===== src/rtl/cpu_ext_pkg.sv =====
// Shared definitions for the cpu external-memory loader.
// Holds the controller state encoding and the default widths and address step.
package cpu_ext_pkg;

  localparam int unsigned DATA_W_DEF    = 32;
  localparam int unsigned CNT_W_DEF     = 10;
  localparam int unsigned ADDR_STEP_DEF = 4;

  typedef enum logic [2:0] {
    IDLE     = 3'd0,
    LOAD     = 3'd1,
    RD_ISSUE = 3'd2,
    RD_WAIT  = 3'd3,
    RD_HOLD  = 3'd4,
    RUN      = 3'd5
  } state_t;

endpackage


===== src/rtl/reg_arstn_en.sv =====
// Generic register with load enable and asynchronous active-low clear.
// Ports: clk, arst_n (async clear to 0), en (load), d (next value), q (registered value).
module reg_arstn_en #(
  parameter int unsigned W = 32
) (
  input  logic         clk,
  input  logic         arst_n,
  input  logic         en,
  input  logic [W-1:0] d,
  output logic [W-1:0] q
);

  always_ff @(posedge clk or negedge arst_n) begin
    if (!arst_n) q <= '0;
    else if (en) q <= d;
  end

endmodule


===== src/rtl/cpu_ext_loader.sv =====
// Host-side master for the cpu external memory port.
// Loads a valid/ready stream into memory, dumps a memory window out over valid/ready,
// and gates the cpu enable so the cpu only runs while no transfer is in progress.
// Ports:
//   clk, arst_n                         clock and asynchronous active-low reset
//   start_load/start_dump/start_run     one-cycle commands, accepted only when idle
//   stop_run                            leave the run state
//   base, len                           transfer start byte address and word count
//   in_valid/in_data/in_ready           load stream (in_ready combinational)
//   out_valid/out_data/out_ready        dump stream
//   addr_ext/wen_ext/ren_ext/wdata_ext  memory port requests
//   rdata_ext                           memory read data, valid one cycle after ren_ext
//   cpu_enable                          cpu run enable
//   busy (combinational), done          transfer status; done pulses at end of load/dump
module cpu_ext_loader
  import cpu_ext_pkg::*;
#(
  parameter int unsigned DATA_W    = DATA_W_DEF,
  parameter int unsigned CNT_W     = CNT_W_DEF,
  parameter int unsigned ADDR_STEP = ADDR_STEP_DEF
) (
  input  logic              clk,
  input  logic              arst_n,
  input  logic              start_load,
  input  logic              start_dump,
  input  logic              start_run,
  input  logic              stop_run,
  input  logic [31:0]       base,
  input  logic [CNT_W-1:0]  len,
  input  logic              in_valid,
  input  logic [DATA_W-1:0] in_data,
  output logic              in_ready,
  output logic              out_valid,
  output logic [DATA_W-1:0] out_data,
  input  logic              out_ready,
  output logic [31:0]       addr_ext,
  output logic              wen_ext,
  output logic              ren_ext,
  output logic [DATA_W-1:0] wdata_ext,
  input  logic [DATA_W-1:0] rdata_ext,
  output logic              cpu_enable,
  output logic              busy,
  output logic              done
);

  localparam logic [31:0] STEP = 32'(ADDR_STEP);

  state_t             state_q, state_d;
  logic [CNT_W-1:0]   k_q, k_d;
  logic [CNT_W-1:0]   len_q, len_d;
  logic [31:0]        ptr_q, ptr_d;
  logic [31:0]        addr_d;
  logic [DATA_W-1:0]  wdata_d;
  logic               wen_d, ren_d, done_d, out_valid_d, cpu_enable_d;
  logic               last;

  // Current word is the final one of the transfer.
  assign last     = (k_q == (len_q - CNT_W'(1)));
  assign in_ready = (state_q == LOAD);
  assign busy     = (state_q != IDLE) && (state_q != RUN);

  // State, counters and all registered outputs.
  always_ff @(posedge clk or negedge arst_n) begin
    if (!arst_n) begin
      state_q    <= IDLE;
      k_q        <= '0;
      len_q      <= '0;
      ptr_q      <= '0;
      addr_ext   <= '0;
      wdata_ext  <= '0;
      wen_ext    <= 1'b0;
      ren_ext    <= 1'b0;
      done       <= 1'b0;
      out_valid  <= 1'b0;
      cpu_enable <= 1'b0;
    end else begin
      state_q    <= state_d;
      k_q        <= k_d;
      len_q      <= len_d;
      ptr_q      <= ptr_d;
      addr_ext   <= addr_d;
      wdata_ext  <= wdata_d;
      wen_ext    <= wen_d;
      ren_ext    <= ren_d;
      done       <= done_d;
      out_valid  <= out_valid_d;
      cpu_enable <= cpu_enable_d;
    end
  end

  // Next-state and next-output logic. ptr_q always holds the address of the next word.
  always_comb begin
    state_d = state_q;
    k_d     = k_q;
    len_d   = len_q;
    ptr_d   = ptr_q;
    addr_d  = addr_ext;
    wdata_d = wdata_ext;
    wen_d   = 1'b0;
    done_d  = 1'b0;

    case (state_q)
      IDLE: begin
        if (start_load) begin
          len_d = len;
          k_d   = '0;
          if (len == '0) begin
            done_d = 1'b1;
          end else begin
            state_d = LOAD;
            ptr_d   = base;
          end
        end else if (start_dump) begin
          len_d = len;
          k_d   = '0;
          if (len == '0) begin
            done_d = 1'b1;
          end else begin
            state_d = RD_ISSUE;
            addr_d  = base;
            ptr_d   = base + STEP;
          end
        end else if (start_run) begin
          state_d = RUN;
        end
      end

      LOAD: begin
        if (in_valid) begin
          wen_d   = 1'b1;
          addr_d  = ptr_q;
          wdata_d = in_data;
          ptr_d   = ptr_q + STEP;
          if (last) begin
            state_d = IDLE;
            done_d  = 1'b1;
            k_d     = '0;
          end else begin
            k_d = k_q + CNT_W'(1);
          end
        end
      end

      RD_ISSUE: state_d = RD_WAIT;

      RD_WAIT: state_d = RD_HOLD;

      RD_HOLD: begin
        if (out_ready) begin
          if (last) begin
            state_d = IDLE;
            done_d  = 1'b1;
            k_d     = '0;
          end else begin
            state_d = RD_ISSUE;
            k_d     = k_q + CNT_W'(1);
            addr_d  = ptr_q;
            ptr_d   = ptr_q + STEP;
          end
        end
      end

      RUN: begin
        if (stop_run) state_d = IDLE;
      end

      default: state_d = IDLE;
    endcase
  end

  // Strobes that simply follow the state being entered.
  assign ren_d        = (state_d == RD_ISSUE);
  assign out_valid_d  = (state_d == RD_HOLD);
  assign cpu_enable_d = (state_d == RUN);

  // Read data arrives during RD_WAIT and is held as the dump word until handshake.
  reg_arstn_en #(
    .W (DATA_W)
  ) u_rd_cap (
    .clk    (clk),
    .arst_n (arst_n),
    .en     (state_q == RD_WAIT),
    .d      (rdata_ext),
    .q      (out_data)
  );

endmodule


===== config.mk =====
export PLATFORM = sky130hd
export DESIGN_NAME = cpu_ext_loader
export DESIGN_NICKNAME = d
export VERILOG_FILES = /design/src/rtl/cpu_ext_pkg.sv /design/src/rtl/reg_arstn_en.sv /design/src/rtl/cpu_ext_loader.sv
export SDC_FILE = /design/constraint.sdc
export NUM_CORES = 1
export LEC_CHECK = 0
export BUFFER_PORTS_ARGS = -buffer_cell sky130_fd_sc_hd__buf_4
export CORE_ASPECT_RATIO = 0.5
export CORE_MARGIN = 10
export CORE_UTILIZATION = 57
export DETAILED_ROUTE_END_ITERATION = 8
export PLACE_DENSITY_LB_ADDON = 0.3
export SETUP_SLACK_MARGIN = 0.15
export SYNTH_ARGS = -nofsm -noshare
export SYNTH_HDL_FRONTEND = slang
export SYNTH_SLANG_ARGS = --single-unit

===== constraint.sdc =====
create_clock -name clk -period 4.59 [get_ports clk]
set_input_delay 0.6885 -clock clk [delete_from_list [all_inputs] [get_ports clk]]
set_output_delay 0.6885 -clock clk [all_outputs]
set_load 0.005 [all_outputs]

=== After elaboration in Yosys (flattened, before gate mapping) ===
Index checks and enable logic that the tools add are counted.

* Bits in registers: 156
* Word-level logic and storage cells: 86
* Output and inout bits: 103
* Input port bits: 114

* Equality and inequality tests: 17
* Reduce and logical (&&, ||, !) cells: 11
* Muxes and demuxes: 42
* $add $sub $neg: 4

{| class="wikitable"
|+ Operator list
! kind !! count
|-
| $mux 32 || 12
|-
| $pmux 32 s3 || 2
|-
| $mux 10 || 7
|-
| $add 32x3->32 const B || 2
|-
| $pmux 10 s3 || 1
|-
| $mux 3 || 9
|-
| $pmux 3 s6 || 1
|-
| $eq 3x3->1 const B || 4
|-
| $ne 2x2->1 const B || 6
|-
| $add 10x1->10 const B || 1
|-
| $eq 10x10->1 || 1
|-
| $logic_not 10->1 || 1
|-
| $sub 10x1->10 const B || 1
|-
| $eq 3x2->1 const B || 3
|-
| $mux 1 || 8
|-
| $reduce_and 7->1 || 1
|-
| $ne 3x3->1 const B || 2
|-
| $reduce_and 6->1 || 1
|-
| $reduce_bool 3->1 || 2
|-
| $reduce_and 2->1 || 2
|-
| $reduce_and 4->1 || 1
|-
| $eq 3x1->1 const B || 1
|-
| $logic_not 3->1 || 1
|-
| $pmux 1 s3 || 1
|-
| other kinds (3) || 3
|}

=== Longest topological paths before layout ===
* Word-level depth: 6
* Gate-level depth with buffers: 11
* Depth with buffers taken out: 9

=== By module ===
Synthesis repeated with hierarchy kept, for this count alone.

* Cell total of the unflattened synthesis: 887
* Area total of the unflattened synthesis: 8,842.2 um^2

{| class="wikitable"
|+ Modules (own cells, without submodules)
! module !! area each (um^2) !! seq. area each (um^2) !! cells each !! instances
|-
| cpu_ext_loader || 7,497.2 || 3,103.0 || 819 || 1
|-
| reg_arstn_en || 1,345.0 || 800.8 || 68 || 1
|}

=== Least setup slack after synthesis ===
Ideal clock, no wire load.

* Kind: reg2reg
* Start point: reg len_q[2]
* End point: reg addr_ext[24]
* Slack: 1.802 ns
* Buffers on the path: 2
* Setup time: 0.118 ns
* Clock period less this slack: 2.788 ns
* Stages on the path, launching flop included: 9
* Data required time: 4.472 ns
* Arrival time: 2.670 ns
* Cells stage by stage: dfrtp_1 > buf_2 > or4_1 > or4_1 > and2_4 > o41ai_4 > buf_2 > a21oi_1 > a21o_1

* Longest elaborated chain between the ends: 4

{| class="wikitable"
|+ RTL lines
! what !! RTL line !! text
|-
| start: declaration || cpu_ext_loader.sv:50 || <nowiki>logic [CNT_W-1:0] len_q, len_d;</nowiki>
|-
| start signal: assignment || cpu_ext_loader.sv:79 || <nowiki>len_q <= len_d;</nowiki>
|-
| $sub 10x1->10 || cpu_ext_loader.sv:58 || <nowiki>assign last = (k_q == (len_q - CNT_W'(1)));</nowiki>
|-
| $eq 10x10->1 || cpu_ext_loader.sv:58 ||
|-
| $ne 2x2->1 (no source line) || - ||
|-
| $reduce_and 7->1 (no source line) || - ||
|-
| end signal: assignment || cpu_ext_loader.sv:81 || <nowiki>addr_ext <= addr_d;</nowiki>
|-
| end: declaration || cpu_ext_loader.sv:36 || <nowiki>output logic [31:0] addr_ext,</nowiki>
|}

No other way between the ends.
A chain may end at the register's enable or synchronous reset.

=== Worst setup path in the final report ===
* Start point: reg len_q[0]
* End point: reg addr_ext[31]

The elaborated chain is that of the path after synthesis.

==> reports/metrics.yaml <==
yosys_warnings: 0
tightest_slew_ps: 945
worstSkewPairLatency_ps: 430
die_x_um: 188
hold_violations: 0
drt-initial-drc-count: 470
dr.pass1.iters: 5
io_pins: 217
setup_violations: 0
power_density_nw_per_um2: 716
vias: 7084
antenna_found_initial: 0
slew_violations: 0
clock-root-buffer: "clkbuf_16"
layout.cells.most_common: "buf_4"
synth-simple-area-share_pct: 15.9
synth-xor-area-share_pct: 4.49
syn2layout_area_growth_pct: 30.4
cts_tree: "yes"
max_freq_mhz: 305
numPortBuffers: 216
cts_hold_buf: 0
hold_path_class: "input pin to asynchronous set/reset pin"
fin_nets: 1125
status: "finished clean"
diodes: 0
maxSlewHeadroom_pct: 37.0
place.gp.congestion: 0.852
fin_tns_setup_ps: 0
remaining_drc_errors: 0
synth_edf_count: 0
synthAdderAreaFrac_pct: 0.626
arrival_ps: 3590
path_clk_slew_ps: 60
clk_path_buf_depth: 2
drive_gt1_share_pct: 34.0
cp.required_ps: 4900
dieHeight_um: 104
grt_setup_unrepaired: "no"
routed_wl_um: 23500
vias_per_cell: 5.84
cts-resized-gates: 0
synth-main-ff-cell: "dfrtp_1"
core_area_um2: 13600
htree_num_levels: 4
dp_hpwl_um: 16600
reg2reg_from: "len_q[0]$_DFFE_PN0P_"
cp_max_fo: 64
r2r_setup_slack_ps: 1310
fillers: 908
reg2regPathDepth: 10
syn-num-nets: 920
cts_num_sinks: 156
ir_worst_vdd_v: 0.000407
syn_area_um2: 8000
end_kind: "flop"
grt_overflow: 0
synthMuxAreaShare_pct: 14.1
start_kind: "flop"
start_util_pct: 58.7
synth_compound_area_share_pct: 13.5
grt_pass1_wl_um: 37600
async_flop_share_pct: 100
critPathKind: "flop to flop"
dieArea_um2: 19500
avgSynthCellArea_um2: 9.97
period_minus_slack_ps: 3280
grt_max_degree: 101
rows: 30
ys_types: 54
synth_top_family_by_area: "simple AND/OR/NAND/NOR gates"
wl_per_cell_um: 19.4
drv_cap: 0
p_leak_nw: 4.94
ys_seq_area_share_pct: 48.8
grt_pass1_vias: 7155
grt_use_total_pct: 23.5
final_cell_mix: "225 x buf_4, 156 x dfrtp_1, 110 x nand2_1"
fin_util_pct: 76.5
netlist_instances: 802
ys_ff_latch: 156
fin_skew_ps: 14.3
drtAntennaViolNets: 0
fin_crit_sh_pct: 71.5
reg2reg_to: "addr_ext[31]$_DFFE_PN0P_"
cts-buffers-inserted: 17
cts_setup_buffers: 0
==> kinds of logic (layout without fill, tap and decap cells) <==
group / after synthesis / in the layout
AND/OR/NAND/NOR: 262 / 262
AO/OA/AOI/OAI: 182 / 182
flip-flops: 156 / 156
multiplexers: 103 / 103
buffers and inverters: 54 / 272
XOR/XNOR: 41 / 41
adder cells (fa/ha/maj): 4 / 4
==> synthesized netlist by cell type, types with 4 or more instances <==
| cell | n | area, um2 |
|---|---|---|
| xnor2_1 | 18 | 158 |
| a21oi_1 | 66 | 330 |
| nand2_1 | 110 | 413 |
| nand4_1 | 10 | 62.6 |
| nor2b_1 | 5 | 31.3 |
| buf_1 | 4 | 15.0 |
| mux2_2 | 76 | 856 |
| o22ai_1 | 13 | 81.3 |
| mux2i_1 | 27 | 270 |
| clkbuf_1 | 28 | 105 |
| nand3_1 | 34 | 170 |
| nand2b_1 | 5 | 31.3 |
| and3_1 | 11 | 68.8 |
| o21ai_0 | 60 | 300 |
| xor2_1 | 23 | 201 |
| and4_1 | 8 | 70.1 |
| nor3_1 | 12 | 60.1 |
| ha_1 | 4 | 50.1 |
| nor3b_1 | 5 | 37.5 |
| nor2_1 | 31 | 116 |
| o21bai_1 | 5 | 37.5 |
| buf_2 | 9 | 45.0 |
| and2_1 | 6 | 37.5 |
| or2_2 | 5 | 31.3 |
| dfrtp_1 | 156 | 3900 |
| or3_1 | 6 | 37.5 |
| inv_1 | 13 | 48.8 |
| nor4_1 | 6 | 37.5 |
| a21o_1 | 9 | 67.6 |
==> per-stage QoR <==
step                hold WS (ps)  std cells  power, W  setup slack (ps)  area, um2
floorplan                    393        802   0.00450              1800       8000
global placement             464       1180   0.00578              1490       9820
detailed placement           472       1180   0.00595              1410       9820
CTS                          431       1212   0.00747              1340      10400
global route                 454       1212   0.00795              1050      10400
finish                       394       1212   0.00746              1310      10400
==> critical path, cell delays in order (launching register included) <==
cell and delay (ps):
dfrtp_1 440, inv_1 100, ha_1 260, or3b_2 480, a2111oi_0 390, nor2_1 100
and2_1 210, o41ai_4 330, buf_4 530, a21oi_1 120, a21o_1 200
==> cell type report <==
cell class / instances / area (um2) / share of cell area, %
multi-input cells: 592 / 3910 / 37.4
well taps: 192 / 240 / 2.30
clock inverters: 12 / 154 / 1.48
clock buffers: 20 / 457 / 4.38
flip-flops and latches: 156 / 3900 / 37.4
repair buffers: 227 / 1720 / 16.5
inverters: 13 / 48.8 / 0.468
==> routing by layer <==
metal | GRT usage, % | up-vias | part of all wire [%]
met1 | 26.3 | 3481 | 38
met2 | 40.3 | 301 | 51
met4 | 6.02 | 0 | 1.3
met5 | 0 | - | 0
li1 | - | 3272 | -
met3 | 10.0 | 30 | 10
==> power by group <==
part / internal [W] / switching, W / leakage (nW)
clock network: 0.000846 / 0.000631 / 0.295
logic: 0.00169 / 0.00169 / 2.80
registers: 0.00204 / 0.000564 / 1.85
==> how the worst max path moves through the flow <==
stage                         startpoint                  endpoint  slack (ps)  depth (start not counted)
floorplan           len_q[2]$_DFFE_PN0P_  addr_ext[24]$_DFFE_PN0P_        1800                          8
global placement    len_q[2]$_DFFE_PN0P_      ptr_q[3]$_DFFE_PN0P_        1490                          6
CTS                 len_q[0]$_DFFE_PN0P_  addr_ext[31]$_DFFE_PN0P_        1340                         10
global route        len_q[0]$_DFFE_PN0P_        k_q[6]$_DFFE_PN0P_        1050                          9
finish              len_q[0]$_DFFE_PN0P_  addr_ext[31]$_DFFE_PN0P_        1310                         10
detailed placement  len_q[0]$_DFFE_PN0P_        k_q[7]$_DFFE_PN0P_        1410                          9
==> flip-flops by register name (all words and copies together) (netlist names) <==
signal and count:
wdata_ext 32, cpu_enable 1, len_q 10, u_rd_cap.q 32
ptr_q 32, addr_ext 32, k_q 10, out_valid 1
done 1, wen_ext 1, state_q 3, ren_ext 1
Note: power is estimated with default switching activity, not from simulation.
